<file path="src/rtl/rgb_pattern_encoder.sv">
// rgb_pattern_encoder
//   Turns a 6-bit two-LED RGB pattern back into the 3-bit colour code.
//   The pattern is synchronised and must stay unchanged for STABLE_CYCLES
//   cycles before it is accepted. Each newly settled legal code is then
//   offered once on a valid/ready handshake. A one-entry pending slot
//   holds a code while the output is busy; the newest code overwrites it.
//
// Ports
//   clk         system clock
//   rst         synchronous reset, active high
//   pat_in      {LED1 RGB, LED0 RGB}, asynchronous to clk
//   code_out    encoded colour code
//   code_valid  code_out holds an undelivered code
//   code_ready  consumer accepts code_out this cycle
//   err         last settled pattern was illegal
//   xfer_cnt    completed handshakes, mod 256 (only with RGB_ENC_COUNT_EN)
//
// Build option
//   RGB_ENC_COUNT_EN  adds the xfer_cnt output and its counter.
//
// Output FSM
//   state | meaning
//   IDLE  | nothing to deliver, code_out holds its last value
//   SEND  | code_valid=1, code_out held until accepted
module rgb_pattern_encoder #(
  parameter int STABLE_CYCLES = 1000,
  parameter int CNT_W         = 10
) (
  input  logic       clk,
  input  logic       rst,
  input  logic [5:0] pat_in,
  output logic [2:0] code_out,
  output logic       code_valid,
  input  logic       code_ready,
  output logic       err
`ifdef RGB_ENC_COUNT_EN
  ,
  output logic [7:0] xfer_cnt
`endif
);

  typedef enum logic {IDLE, SEND} state_t;

  localparam logic [CNT_W-1:0] STABLE_L = CNT_W'(STABLE_CYCLES);

  logic [5:0]       s1, s2, prev;
  logic [CNT_W-1:0] cnt;
  logic             settle;
  logic             legal;
  logic [2:0]       enc;
  logic             last_vld;
  logic [5:0]       last_pat;
  logic             new_code;
  logic             hs;

  state_t     state, state_nx;
  logic [2:0] code_nx;
  logic       pend_vld, pend_vld_nx;
  logic [2:0] pend, pend_nx;

  function automatic logic [2:0] enc_half(input logic [2:0] h);
    logic [2:0] c;
    case (h)
      3'b100:  c = 3'b000;
      3'b101:  c = 3'b001;
      3'b110:  c = 3'b010;
      3'b010:  c = 3'b011;
      3'b011:  c = 3'b100;
      3'b001:  c = 3'b101;
      3'b111:  c = 3'b110;
      default: c = 3'b111;
    endcase
    return c;
  endfunction

  // Fires on the edge where cnt steps from STABLE_CYCLES-1 to STABLE_CYCLES,
  // which happens only once because the counter saturates afterwards.
  assign settle   = (s2 == prev) && (cnt == STABLE_L - 1'b1);
  assign legal    = (s2[5:3] == s2[2:0]);
  assign enc      = enc_half(s2[2:0]);
  assign new_code = settle && legal && !(last_vld && (last_pat == s2));
  assign code_valid = (state == SEND);
  assign hs       = code_valid && code_ready;

  always_ff @(posedge clk) begin
    if (rst) begin
      s1       <= '0;
      s2       <= '0;
      prev     <= '0;
      cnt      <= '0;
      err      <= 1'b0;
      last_vld <= 1'b0;
      last_pat <= '0;
    end else begin
      s1 <= pat_in;
      s2 <= s1;
      if (s2 != prev) begin
        prev <= s2;
        cnt  <= '0;
      end else if (cnt < STABLE_L) begin
        cnt <= cnt + 1'b1;
      end
      if (settle) begin
        if (!legal) begin
          err      <= 1'b1;
          last_vld <= 1'b0;
        end else if (new_code) begin
          err      <= 1'b0;
          last_vld <= 1'b1;
          last_pat <= s2;
        end
      end
    end
  end

  always_ff @(posedge clk) begin
    if (rst) begin
      state    <= IDLE;
      code_out <= 3'b111;
      pend_vld <= 1'b0;
      pend     <= '0;
    end else begin
      state    <= state_nx;
      code_out <= code_nx;
      pend_vld <= pend_vld_nx;
      pend     <= pend_nx;
    end
  end

  always_comb begin
    state_nx    = state;
    code_nx     = code_out;
    pend_vld_nx = pend_vld;
    pend_nx     = pend;
    case (state)
      IDLE: begin
        if (new_code) begin
          state_nx = SEND;
          code_nx  = enc;
        end
      end
      SEND: begin
        if (hs) begin
          if (pend_vld) begin
            // Pending code is older, so it goes out first; a code settling
            // on this same edge takes its place in the slot.
            code_nx = pend;
            if (new_code) pend_nx = enc;
            else          pend_vld_nx = 1'b0;
          end else if (new_code) begin
            code_nx = enc;
          end else begin
            state_nx = IDLE;
          end
        end else if (new_code) begin
          pend_nx     = enc;
          pend_vld_nx = 1'b1;
        end
      end
      default: state_nx = IDLE;
    endcase
  end

`ifdef RGB_ENC_COUNT_EN
  always_ff @(posedge clk) begin
    if (rst)     xfer_cnt <= '0;
    else if (hs) xfer_cnt <= xfer_cnt + 8'd1;
  end
`endif

endmodule
</file>
<file path="config.mk">
export PLATFORM = sky130hd
export DESIGN_NAME = rgb_pattern_encoder
export DESIGN_NICKNAME = d
export VERILOG_FILES = /design/src/rtl/rgb_pattern_encoder.sv
export SDC_FILE = /design/constraint.sdc
export NUM_CORES = 1
export LEC_CHECK = 0
export CAP_MARGIN = 20
export CELL_PAD_IN_SITES_DETAIL_PLACEMENT = 2
export CELL_PAD_IN_SITES_GLOBAL_PLACEMENT = 2
export CORE_MARGIN = 2
export CORE_UTILIZATION = 37
export CTS_BUF_LIST = sky130_fd_sc_hd__clkbuf_2 sky130_fd_sc_hd__clkbuf_4 sky130_fd_sc_hd__clkbuf_8
export CTS_CLUSTER_DIAMETER = 150
export DETAILED_ROUTE_END_ITERATION = 10
export DONT_BUFFER_PORTS = 1
export GPL_ROUTABILITY_DRIVEN = 0
export PLACE_DENSITY = 0.8
export SKIP_CTS_REPAIR_TIMING = 1
export SLEW_MARGIN = 30
export SYNTH_ARGS = -nofsm -noshare
export SYNTH_HDL_FRONTEND = slang
export SYNTH_SLANG_ARGS = --single-unit
</file>
<file path="constraint.sdc">
create_clock -name clk -period 2.3 [get_ports clk]
set_clock_uncertainty 0.05 [all_clocks]
set_input_delay 0.345 -clock clk [delete_from_list [all_inputs] [get_ports clk]]
set_output_delay 0.345 -clock clk [all_outputs]
set_load 0.01 [all_outputs]
</file>
After elaboration in Yosys (flattened, before gate mapping)
Cells that the tools add are included.
{"block": "classes", "n_lt_le_gt_ge": 1, "reduce_logical": 12, "n_addsub": 1, "eq_ne": 15, "n_bitwise": 1, "muxes": 18}
{"cell": "$pmux 3 s7", "n": 1}
{"cell": "$mux 3", "n": 6}
{"cell": "$eq 3x3->1 const B", "n": 4}
{"cell": "$eq 6x6->1", "n": 2}
{"cell": "$add 10x1->10 const B", "n": 1}
{"cell": "$eq 10x10->1 const B", "n": 1}
{"cell": "$lt 10x10->1 const B", "n": 1}
{"cell": "$mux 1", "n": 9}
{"cell": "$eq 3x2->1 const B", "n": 2}
{"cell": "$ne 6x6->1", "n": 1}
{"cell": "$pmux 3 s2", "n": 1}
{"cell": "$reduce_and 2->1", "n": 3}
{"cell": "$logic_and 1x1->1", "n": 5}
{"cell": "$ne 2x1->1 const B", "n": 2}
{"cell": "$eq 3x1->1 const B", "n": 1}
{"cell": "$eq 3x3->1", "n": 1}
{"cell": "$reduce_and 3->1", "n": 1}
{"cell": "$ne 2x2->1 const B", "n": 1}
{"cell": "$pmux 1 s2", "n": 1}
{"cell": "$reduce_bool 2->1", "n": 1}
{"cell": "$reduce_or 2->1", "n": 1}
{"cell": "$logic_not 1->1", "n": 1}
{"cell": "$not 1->1", "n": 1}
{"block": "word_totals", "output_inout_bits": 5, "word_cells": 59, "register_bits": 44}

Longest topological paths before layout
Gate-level depths: netlist of run 1.
{"block": "logic_depth", "word_depth": 8, "ltp_mapped": 7, "mapped_depth_nobuf": 6}

Least setup slack after synthesis of run 1
Ideal clock, no wire load.
{"block": "synth_timing", "kind": "reg-to-reg", "from": "register cnt[0]", "to": "register pend[1]", "period_less_slack_ns": 2.229, "path_buffers": 1, "t_required_ns": 2.127, "path_slack_ns": 0.071, "t_arrival_ns": 2.055, "path_stages_with_launch": 8, "path_cell_list": "dfxtp_1 > ha_1 > and4bb_2 > nand3_1 > or4_1 > buf_6 > nor3_4 > mux2_1"}
{"block": "synth_between", "elab_chain_cells": 7}
{"element": "start, declared", "line_no": "47", "text": "logic [CNT_W-1:0] cnt;"}
{"element": "start signal, assigned", "line_no": "101", "text": "cnt <= cnt + 1'b1;"}
{"element": "$eq 10x10->1 (*)", "line_no": "78", "text": "assign settle = (s2 == prev) && (cnt == STABLE_L - 1'b1);"}
{"element": "$logic_and 1x1->1 (*)", "line_no": "78"}
{"element": "$logic_and 1x1->1 (*) (2 in a row)", "line_no": "81", "text": "assign new_code = settle && legal && !(last_vld && (last_pat == s2));"}
{"element": "$mux 3 (*)"}
{"element": "$mux 3"}
{"element": "$mux 3 (*)"}
{"element": "end signal, assigned", "line_no": "126", "text": "pend <= pend_nx;"}
{"element": "end, declared", "line_no": "59", "text": "logic [2:0] pend, pend_nx;"}
Every way passes the cells marked *; elsewhere a longest branch is shown, timed or not. The select of a mux whose other input is x is not followed.
A chain may end at the register's enable or synchronous reset.

Final worst setup path of run 1
{"block": "layout_timing", "from": "register cnt[1]", "to": "register pend[1]"}
Same word-level chain as after synthesis.

==> flow_metrics.py, run 1 <==
metrics = {
    "synthesis": {
        "async_reset_ff_share_pct": 0,
        "synth.avg_cell_area_um2": 9.42,
        "ys_seq_area_share_pct": 45.6,
        "synth.distinct_cells": 37,
        "synth_commonest_cells": "dfxtp_1 (44), nor2b_1 (20), xnor2_1 (17), a21oi_1 (16), nor2_1 (12)",
        "synth_most_common_cell": "dfxtp_1",
        "synth.top_cell.area_share_pct": 45.6,
        "syn_inst": 205,
        "synth_top_area_cell": "dfxtp_1",
        "synth_seq_cells": 44,
        "synthesis.nets": 215,
        "synth_flop_cell": "dfxtp_1",
        "synth_warnings": 0,
        "syn_area_mm2": 0.00193,
        "synthTopCellsByArea": "dfxtp_1 (46%), xnor2_1 (7.7%), nor2b_1 (6.5%)",
        "synth-edff-count": 0,
    },
    "sta": {
        "fin_crit_sh_pct": 97.0,
        "setup_tns_ns": 0,
        "finalHoldViolations": 0,
        "period_minus_slack_ns": 2.23,
        "finalSetupViolCount": 0,
        "worst_pin_slew_ns": 0.669,
        "fmax_mhz": 448,
        "slew_viol_final": 0,
        "slew_headroom_pct": 55.4,
    },
    "clock_network": {
        "cts-root-buf": "clkbuf_8",
        "clk_latency_ns": 0.30,
        "clkSinkCount": 44,
        "path_clk_slew_ns": 0.09,
        "h-tree-depth": 2,
        "cts_made_buffers": 5,
        "clk_path_buf_depth": 2,
        "cts_tree": "built",
    },
    "power_and_ir_drop": {
        "power_mw": 1.48,
        "powerDensity_mw_per_mm2": 682,
        "cellLeakagePower_nw": 0.738,
        "ir_worst_vdd_uv": 328,
    },
    "setup_path": {
        "cp.required_ns": 2.44,
        "path_max_fanout": 4,
        "cp_num_cells": 6,
        "critical_path_class": "reg2reg",
        "critPathMaxStageDelay_ns": 0.56,
        "reg2regPathDepth": 6,
        "end_kind": "register",
        "worstPathBufferInverterCount": 0,
        "crit_slowest_cell": "or4_4",
        "cpLargestDelayFamily": "simple AND/OR/NAND/NOR gates",
        "cp.arrival_ns": 2.37,
        "crit_chain": "ha_2 -> and4bb_2 -> nand3_1 -> or4_4 -> nor3_4 -> mux2_1",
        "cp-start-kind": "register",
    },
    "die": {
        "start_util_pct": 38.1,
        "die_y_um": 76.3,
        "io_pins": 14,
        "core_mm2": 0.00507,
        "die_w_um": 76.3,
        "row_count": 26,
        "die_area_mm2": 0.00582,
    },
    "drt": {
        "detail-route-antenna-nets": 0,
        "drt_wl_total_um": 4780,
        "vias": 1475,
        "initialDrtViolationCount": 49,
        "top_layer_used": "met4",
        "drc_errors": 0,
        "wl_per_cell_um": 17.0,
        "met3_length_um": 154,
        "wl_met1_um": 2060,
        "wl_met2_um": 2450,
        "dr.pass1.iters": 4,
        "routed_via_density": 5.23,
    },
    "cells_and_area": {
        "layout-drive-gt1-share_pct": 13.7,
        "final_util_pct": 42.7,
        "final_nets": 221,
        "area_growth_syn_to_layout_pct": 12.0,
        "final_cells": 282,
        "diodes": 0,
    },
    "placed_design": {
        "hpwl_um": 3550,
        "port_buffers": 0,
        "dp.cells": 274,
    },
    "run": {
        "maxCapViolCount": 0,
    },
    "outcome": {
        "status": "completed",
    },
    "min_path": {
        "hp-class": "in2reg",
        "holdPathStages": 1,
    },
    "grt": {
        "antenna_found_initial": 0,
        "grt_pass1_wl_um": 8160,
        "grt_pass1_vias": 1656,
        "grtUsageTotal_pct": 17.6,
        "grt_overflow": 0,
        "grt_max_degree": 41,
    },
}
==> path summary, 6_finish.rpt <==
kind | startpoint | endpoint | slack, ns
worst max-delay path | cnt[1] | pend[1] | 0.07
worst min-delay path | rst | pend_vld | 0.05
worst max register to register | cnt[1] | pend[1] | 0.07
worst min register to register | s1[0] | s2[0] | 0.39
==> placed cells by master, fill, tap and decap left out, types with 4 or more instances in the layout <==
master    synthesis  layout
a21oi_1          16      16
and3_1            4       4
buf_4             0      11
clkbuf_8          0       5
dfxtp_1          44      41
mux2i_1           5       5
nand2_1           9       9
nand2b_1          5       5
nand3_1           7       7
nor2_1           12      12
nor2b_1          20      20
o21ai_0           9       9
o31a_1            4       4
xnor2_1          17      17
xor2_1            5       5
==> cells by family after synthesis <==
logic type | after synthesis | synth area share (%)
adders and majority gates | 1 | 0.648
AOI/OAI and AO/OA | 41 | 12.6
muxes | 6 | 3.17
xor gates and xnor gates | 23 | 10.8
and+or+nand+nor | 75 | 23.3
DFF | 44 | 45.6
buffers and inverters | 15 | 3.82
==> registers in the layout (all words and copies together), names as in the netlist <==
register,cells
s1,6
s2,6
prev,6
pend_vld,1
last_vld,1
code_valid,1
pend,3
code_out,3
err,1
cnt,10
last_pat,6
==> worst reg2reg max path: stages, from the launching register on <==
cell and delay, ns:
dfxtp_2 0.36, ha_2 0.20, and4bb_2 0.23, nand3_1 0.15, or4_4 0.56, nor3_4 0.23
mux2_1 0.34
==> per-stage QoR <==
stage | hold WS, ns | setup slack, ns | area, um^2
6_report | 0.0519 | 0.0681 | 2160
5_1_grt | 0.0301 | -0.0116 | 2160
4_1_cts | 0.0373 | -0.0606 | 2150
3_5_place_dp | 0.375 | -0.0217 | 2040
3_3_place_gp | 0.367 | 0.0982 | 2040
2_1_floorplan | 0.364 | 0.0715 | 1930
==> power breakdown <==
group / switching [mW] / total, mW / internal [mW]
registers: 0.0106 / 0.787 / 0.777
clock network: 0.278 / 0.605 / 0.327
logic: 0.0429 / 0.0840 / 0.0411
total: 0.331 / 1.48 / 1.14
==> layer usage <==
metal	GRT usage [%]	up-vias
li1	-	717
met1	19.3	715
met2	31.9	33
met3	4.27	10
met4	7.82	0
met5	0	-
==> cell type report <==
class	instances	area (um^2)
fillers	575	2910
multi-input cells	146	983
flip-flops and latches	44	885
well taps	70	87.6
repair buffers	11	82.6
clock buffers	5	68.8
clock inverters	3	46.3
inverters	3	11.3
No activity file was read; power rests on OpenSTA's default activity.
==> run 2: changes to the inputs <==
CORE_MARGIN = unset   (was 2)
clock period = 1.86 ns   (was 2.3 ns; I/O delays follow)
==> run 2 against run 1 <==
Compared with the run above:
- the flow now finishes with violations (setup timing)
- count of clock-buffer cells in the layout grew 1
- global-route usage grew 5.9 points
- sequential power grew 24%
- largest cell class unchanged
- largest power group unchanged
==> flow_metrics.py, run 2 (synthesis gave the netlist of run 1 again) <==
metrics = {
    "sta": {
        "setup_slack_ns": -0.297,
        "fmax_mhz": 464,
        "slew_viol_final": 0,
        "rsz0062_at_grt": "true",
        "finalHoldViolations": 0,
        "finalSetupViolCount": 21,
        "fin_crit_sh_pct": 116,
        "worst_pin_slew_ns": 0.654,
        "period_minus_slack_ns": 2.16,
        "slew_headroom_pct": 56.0,
    },
    "cells_and_area": {
        "nFillCells": 476,
        "largest_reg_flops": 10,
        "multiInputGateArea_mm2": 0.00125,
        "register_area_um2": 896,
        "final_util_pct": 56.1,
        "final_cell_mix": "dfxtp_1 (36), buf_4 (28), nor2b_1 (20)",
        "final_nets": 252,
        "top_register": "cnt",
        "layout-drive-gt1-share_pct": 42.4,
        "diodes": 0,
        "final_cells": 310,
        "area_growth_syn_to_layout_pct": 41.8,
        "final_common_cell": "dfxtp_1",
    },
    "min_path": {
        "hp-class": "in2reg",
        "holdPathStages": 1,
    },
    "power_and_ir_drop": {
        "cellLeakagePower_nw": 0.992,
        "p_sw_mw": 0.497,
        "clkPwrFrac_pct": 41.4,
        "internal_power_mw": 1.48,
        "switching_share_pct": 25.1,
        "comb_power_share_pct": 9.4,
        "ir_worst_vdd_uv": 527,
        "powerDensity_mw_per_mm2": 723,
        "pwr-share-seq_pct": 49.3,
    },
    "drt": {
        "routed_via_density": 5.45,
        "drc_errors": 0,
        "detail-route-antenna-nets": 0,
        "vias": 1691,
        "dr.pass1.iters": 4,
        "drt_wl_total_um": 7750,
        "wl_per_cell_um": 25.0,
        "initialDrtViolationCount": 71,
    },
    "grt": {
        "grt_pass1_vias": 1808,
        "antenna_found_initial": 0,
        "grt_pass1_wl_um": 9310,
        "grtUsageTotal_pct": 23.5,
        "grt_overflow": 0,
        "grt_max_degree": 41,
    },
    "die": {
        "die_w_um": 74.3,
        "start_util_pct": 39.6,
        "core_mm2": 0.00488,
        "row_count": 25,
        "die_y_um": 74.3,
        "io_pins": 14,
        "die_area_mm2": 0.00551,
    },
    "setup_path": {
        "cp-start-kind": "register",
        "end_kind": "register",
        "cp.arrival_ns": 2.35,
        "reg2regPathDepth": 7,
        "critical_path_class": "reg2reg",
        "path_max_fanout": 4,
        "cp.required_ns": 2.05,
    },
    "clock_network": {
        "clk_path_buf_depth": 2,
        "h-tree-depth": 2,
        "clk_latency_ns": 0.32,
        "cts_tree": "built",
        "path_clk_slew_ns": 0.09,
        "cts-root-buf": "clkbuf_8",
        "cts_made_buffers": 5,
        "clkSinkCount": 44,
    },
    "placed_design": {
        "dp.cells": 291,
        "port_buffers": 0,
        "hpwl_um": 3950,
    },
    "outcome": {
        "violations": "setup timing",
        "status": "finished with violations",
    },
    "run": {
        "maxCapViolCount": 0,
    },
}
run 2: cell types whose count changed in the layout (fill, tap and decap cells not counted), sizes merged:
cell      before  now
clkinvlp       1    0
inv            4    3
clkinv         0    1
clkbuf         5    6
buf           11   42
run 2: area by class of cell:
cell class	count	area share, %
multi-input combinational	146	45.6
sequential	44	32.7
timing repair buffer	42	13.8
tap	67	3.06
clock buffer	6	3.02
clock inverter	2	1.42
inverter	3	0.411
run 2: power groups by stage:
| stage | Combinational, mW | Sequential [mW] | Clock (mW) |
|---|---|---|---|
| 3_3_place_gp | 0.102 | 0.993 | 0 |
| 2_1_floorplan | 0.0800 | 0.993 | 0 |
| 4_1_cts | 0.118 | 0.973 | 0.798 |
| 6_report | 0.186 | 0.975 | 0.819 |
| 5_1_grt | 0.192 | 0.977 | 0.857 |
| 3_5_place_dp | 0.113 | 0.995 | 0 |
run 2: final timing paths:
| check | endpoint | slack (ns) | start |
|---|---|---|---|
| worst max-delay path | pend[0] | -0.30 | s2[3] |
| worst min-delay path | s1[5] | 0.03 | pat_in[5] |
| worst max register to register | pend[0] | -0.30 | s2[3] |
| worst min register to register | s2[3] | 0.40 | s1[3] |
run 2: through the flow:
stage               setup TNS (ns)  power (mW)  setup slack, ns  hold slack (ns)  instance area (um^2)
floorplan                   -0.768        1.07           -0.277            0.357                  1960
global placement             -1.36        1.09           -0.172            0.304                  2210
detailed placement           -2.86        1.11           -0.306            0.306                  2210
CTS                          -4.01        1.89           -0.434          -0.0219                  2330
global route                 -4.10        2.03           -0.357           0.0310                  2740
finish                       -2.79        1.98           -0.297           0.0332                  2740
run 2: worst max-delay path, stage by stage, from the launching register on:
cell	delay, ns
dfxtp_1	0.33
xnor2_1	0.21
nand4_1	0.13
buf_4	0.19
or4_4	0.54
nor3_4	0.25
buf_6	0.15
mux2i_1	0.22
run 2: per-layer routing:
metal	up-vias	part of all wire (%)	track usage, %
met5	-	0	0
met1	866	43	26.1
met4	0	2.7	11.5
li1	778	-	-
met2	31	53	43.5
met3	16	1.8	3.79
==> run 3: changes to the inputs <==
CORE_UTILIZATION = 44   (was 37)
PLACE_DENSITY = 0.89   (was 0.8)
SLEW_MARGIN = unset   (was 30)
clock period = 2.7 ns   (was 1.86 ns; I/O delays follow)
==> run 3 against run 2 <==
Compared with the run above:
- the run now ends clean
- sequential power shrank 31%
- utilization shrank 6.7 points
- first-iteration DRC count shrank 38%
- via count shrank 15%
- sequential share of layout area grew 11 points
- worst hold slack gained 0.091 ns
- global-route usage shrank 1.6 points
- critical path type unchanged
- critical path depth shrank 1
- register-to-register slack gained 0.64 ns
- die area shrank 16%
- routed wire length shrank 41%
- maximum frequency shrank 8.6%
==> flow_metrics.py, run 3 (synthesis gave the netlist of run 1 again) <==
metrics = {
    "outcome": {
        "status": "completed",
    },
    "grt": {
        "grt_pass1_vias": 1536,
        "antenna_found_initial": 0,
        "grt_max_degree": 41,
        "grtUsageTotal_pct": 21.9,
        "grt_pass1_wl_um": 7340,
        "grt_overflow": 0,
    },
    "setup_path": {
        "reg2regPathDepth": 6,
        "r2r-start": "cnt[0]",
        "crit_end": "pend[1]",
        "cp-start-kind": "register",
        "cp.arrival_ns": 2.49,
        "cp.required_ns": 2.83,
        "end_kind": "register",
        "path_max_fanout": 4,
        "critPathLaunch": "cnt[0]",
        "r2r_end": "pend[1]",
        "timing.reg2reg.setup_slack_ns": 0.34,
        "critical_path_class": "reg2reg",
    },
    "cells_and_area": {
        "final_cell_mix": "dfxtp_1 (44), nor2b_1 (20), xnor2_1 (17)",
        "diodes": 0,
        "final_cells": 253,
        "final_nets": 213,
        "nFillCells": 453,
        "area_growth_syn_to_layout_pct": 5.38,
        "largest_reg_flops": 10,
        "layout-drive-gt1-share_pct": 7.39,
        "final_util_pct": 49.5,
        "top_register": "cnt",
        "final_common_cell": "dfxtp_1",
        "post-route-cell-area_mm2": 0.00204,
    },
    "die": {
        "die_area_mm2": 0.00466,
        "start_util_pct": 46.9,
        "die_w_um": 68.3,
        "io_pins": 14,
        "die_y_um": 68.3,
        "core_mm2": 0.00412,
        "row_count": 23,
    },
    "sta": {
        "fmax_mhz": 424,
        "worst_pin_slew_ns": 0.690,
        "slew_headroom_pct": 54.0,
        "setup_tns_ns": 0,
        "finalSetupViolCount": 0,
        "period_minus_slack_ns": 2.36,
        "rsz0062_at_grt": "false",
        "finalHoldViolations": 0,
        "slew_viol_final": 0,
        "fin_crit_sh_pct": 87.4,
        "setup_slack_ns": 0.341,
    },
    "power_and_ir_drop": {
        "powerDensity_mw_per_mm2": 550,
        "switching_share_pct": 23.0,
        "ir_worst_vdd_uv": 370,
        "cellLeakagePower_nw": 0.682,
        "p_sw_mw": 0.258,
        "clkPwrFrac_pct": 35.1,
        "pwr-share-seq_pct": 60.3,
        "comb_power_share_pct": 4.6,
        "internal_power_mw": 0.861,
    },
    "clock_network": {
        "cts_tree": "built",
        "clk_latency_ns": 0.29,
        "cts_made_buffers": 5,
        "h-tree-depth": 2,
        "clk_path_buf_depth": 2,
        "cts-root-buf": "clkbuf_8",
        "path_clk_slew_ns": 0.08,
        "clkSinkCount": 44,
    },
    "placed_design": {
        "detailedPlace.worstSlack_ns": 0.362,
        "hpwl_um": 3350,
        "dp.cells": 246,
        "place_area_mm2": 0.00195,
        "port_buffers": 0,
    },
    "drt": {
        "initialDrtViolationCount": 44,
        "dr.pass1.iters": 4,
        "wl_per_cell_um": 18.0,
        "drc_errors": 0,
        "routed_via_density": 5.67,
        "detail-route-antenna-nets": 0,
        "drt_wl_total_um": 4550,
        "vias": 1434,
    },
    "min_path": {
        "hp-class": "in2reg",
    },
    "run": {
        "maxCapViolCount": 0,
    },
}
==> run 3: changes by cell type in the layout (fill, tap and decap cells not counted), sizes merged <==
cell      change
buf          -39
bufinv        -1
clkbuf        -1
clkinvlp      +1
==> run 3: metrics by stage <==
stage	hold WS, ns	total power [mW]
finish	0.125	1.12
floorplan	0.364	0.737
CTS	0.113	1.14
global route	0.113	1.17
global placement	0.369	0.737
detailed placement	0.384	0.742
==> run 3: layout make-up <==
class	instances	area (um^2)	area share [%]
clock buffers	5	68.8	3.38
multi-input cells	146	977	48.0
clock inverters	2	12.5	0.615
inverters	3	11.3	0.553
well taps	50	62.6	3.07
flip-flops and latches	44	881	43.3
repair buffers	3	22.5	1.11
==> run 3: per-layer routing <==
metal	routed length, um	GRT usage, %	vias to the layer above	share of wire [%]
li1	-	-	698	-
met1	2040	25.0	705	45
met2	2290	39.0	19	50
met3	120	5.50	12	2.6
met4	95	8.07	0	2.1
met5	0	0	-	0
==> run 3: worst min-delay path by stage <==
stage / startpoint / slack [ns] / to / cells past startpoint
2_1_floorplan: s1[0] / 0.36 / s2[0] / 1
3_3_place_gp: s1[4] / 0.37 / s2[4] / 1
3_5_place_dp: s1[4] / 0.38 / s2[4] / 1
4_1_cts: rst / 0.11 / last_pat[0] / 1
5_1_grt: rst / 0.11 / last_pat[2] / 1
6_report: rst / 0.12 / pend_vld / 1
==> run 3: power groups by stage <==
stage | clock, mW | combinational [mW] | sequential (mW)
floorplan | 0 | 0.0542 | 0.683
global placement | 0 | 0.0483 | 0.688
detailed placement | 0 | 0.0517 | 0.690
CTS | 0.409 | 0.0524 | 0.675
global route | 0.434 | 0.0571 | 0.677
finish | 0.393 | 0.0520 | 0.674
==> run 3: critical path, cell delays in order (launching register included) <==
cell	delay, ns
dfxtp_1	0.40
ha_1	0.22
and4bb_2	0.23
nand3_1	0.12
or4_1	0.57
nor3_4	0.29
mux2_1	0.35
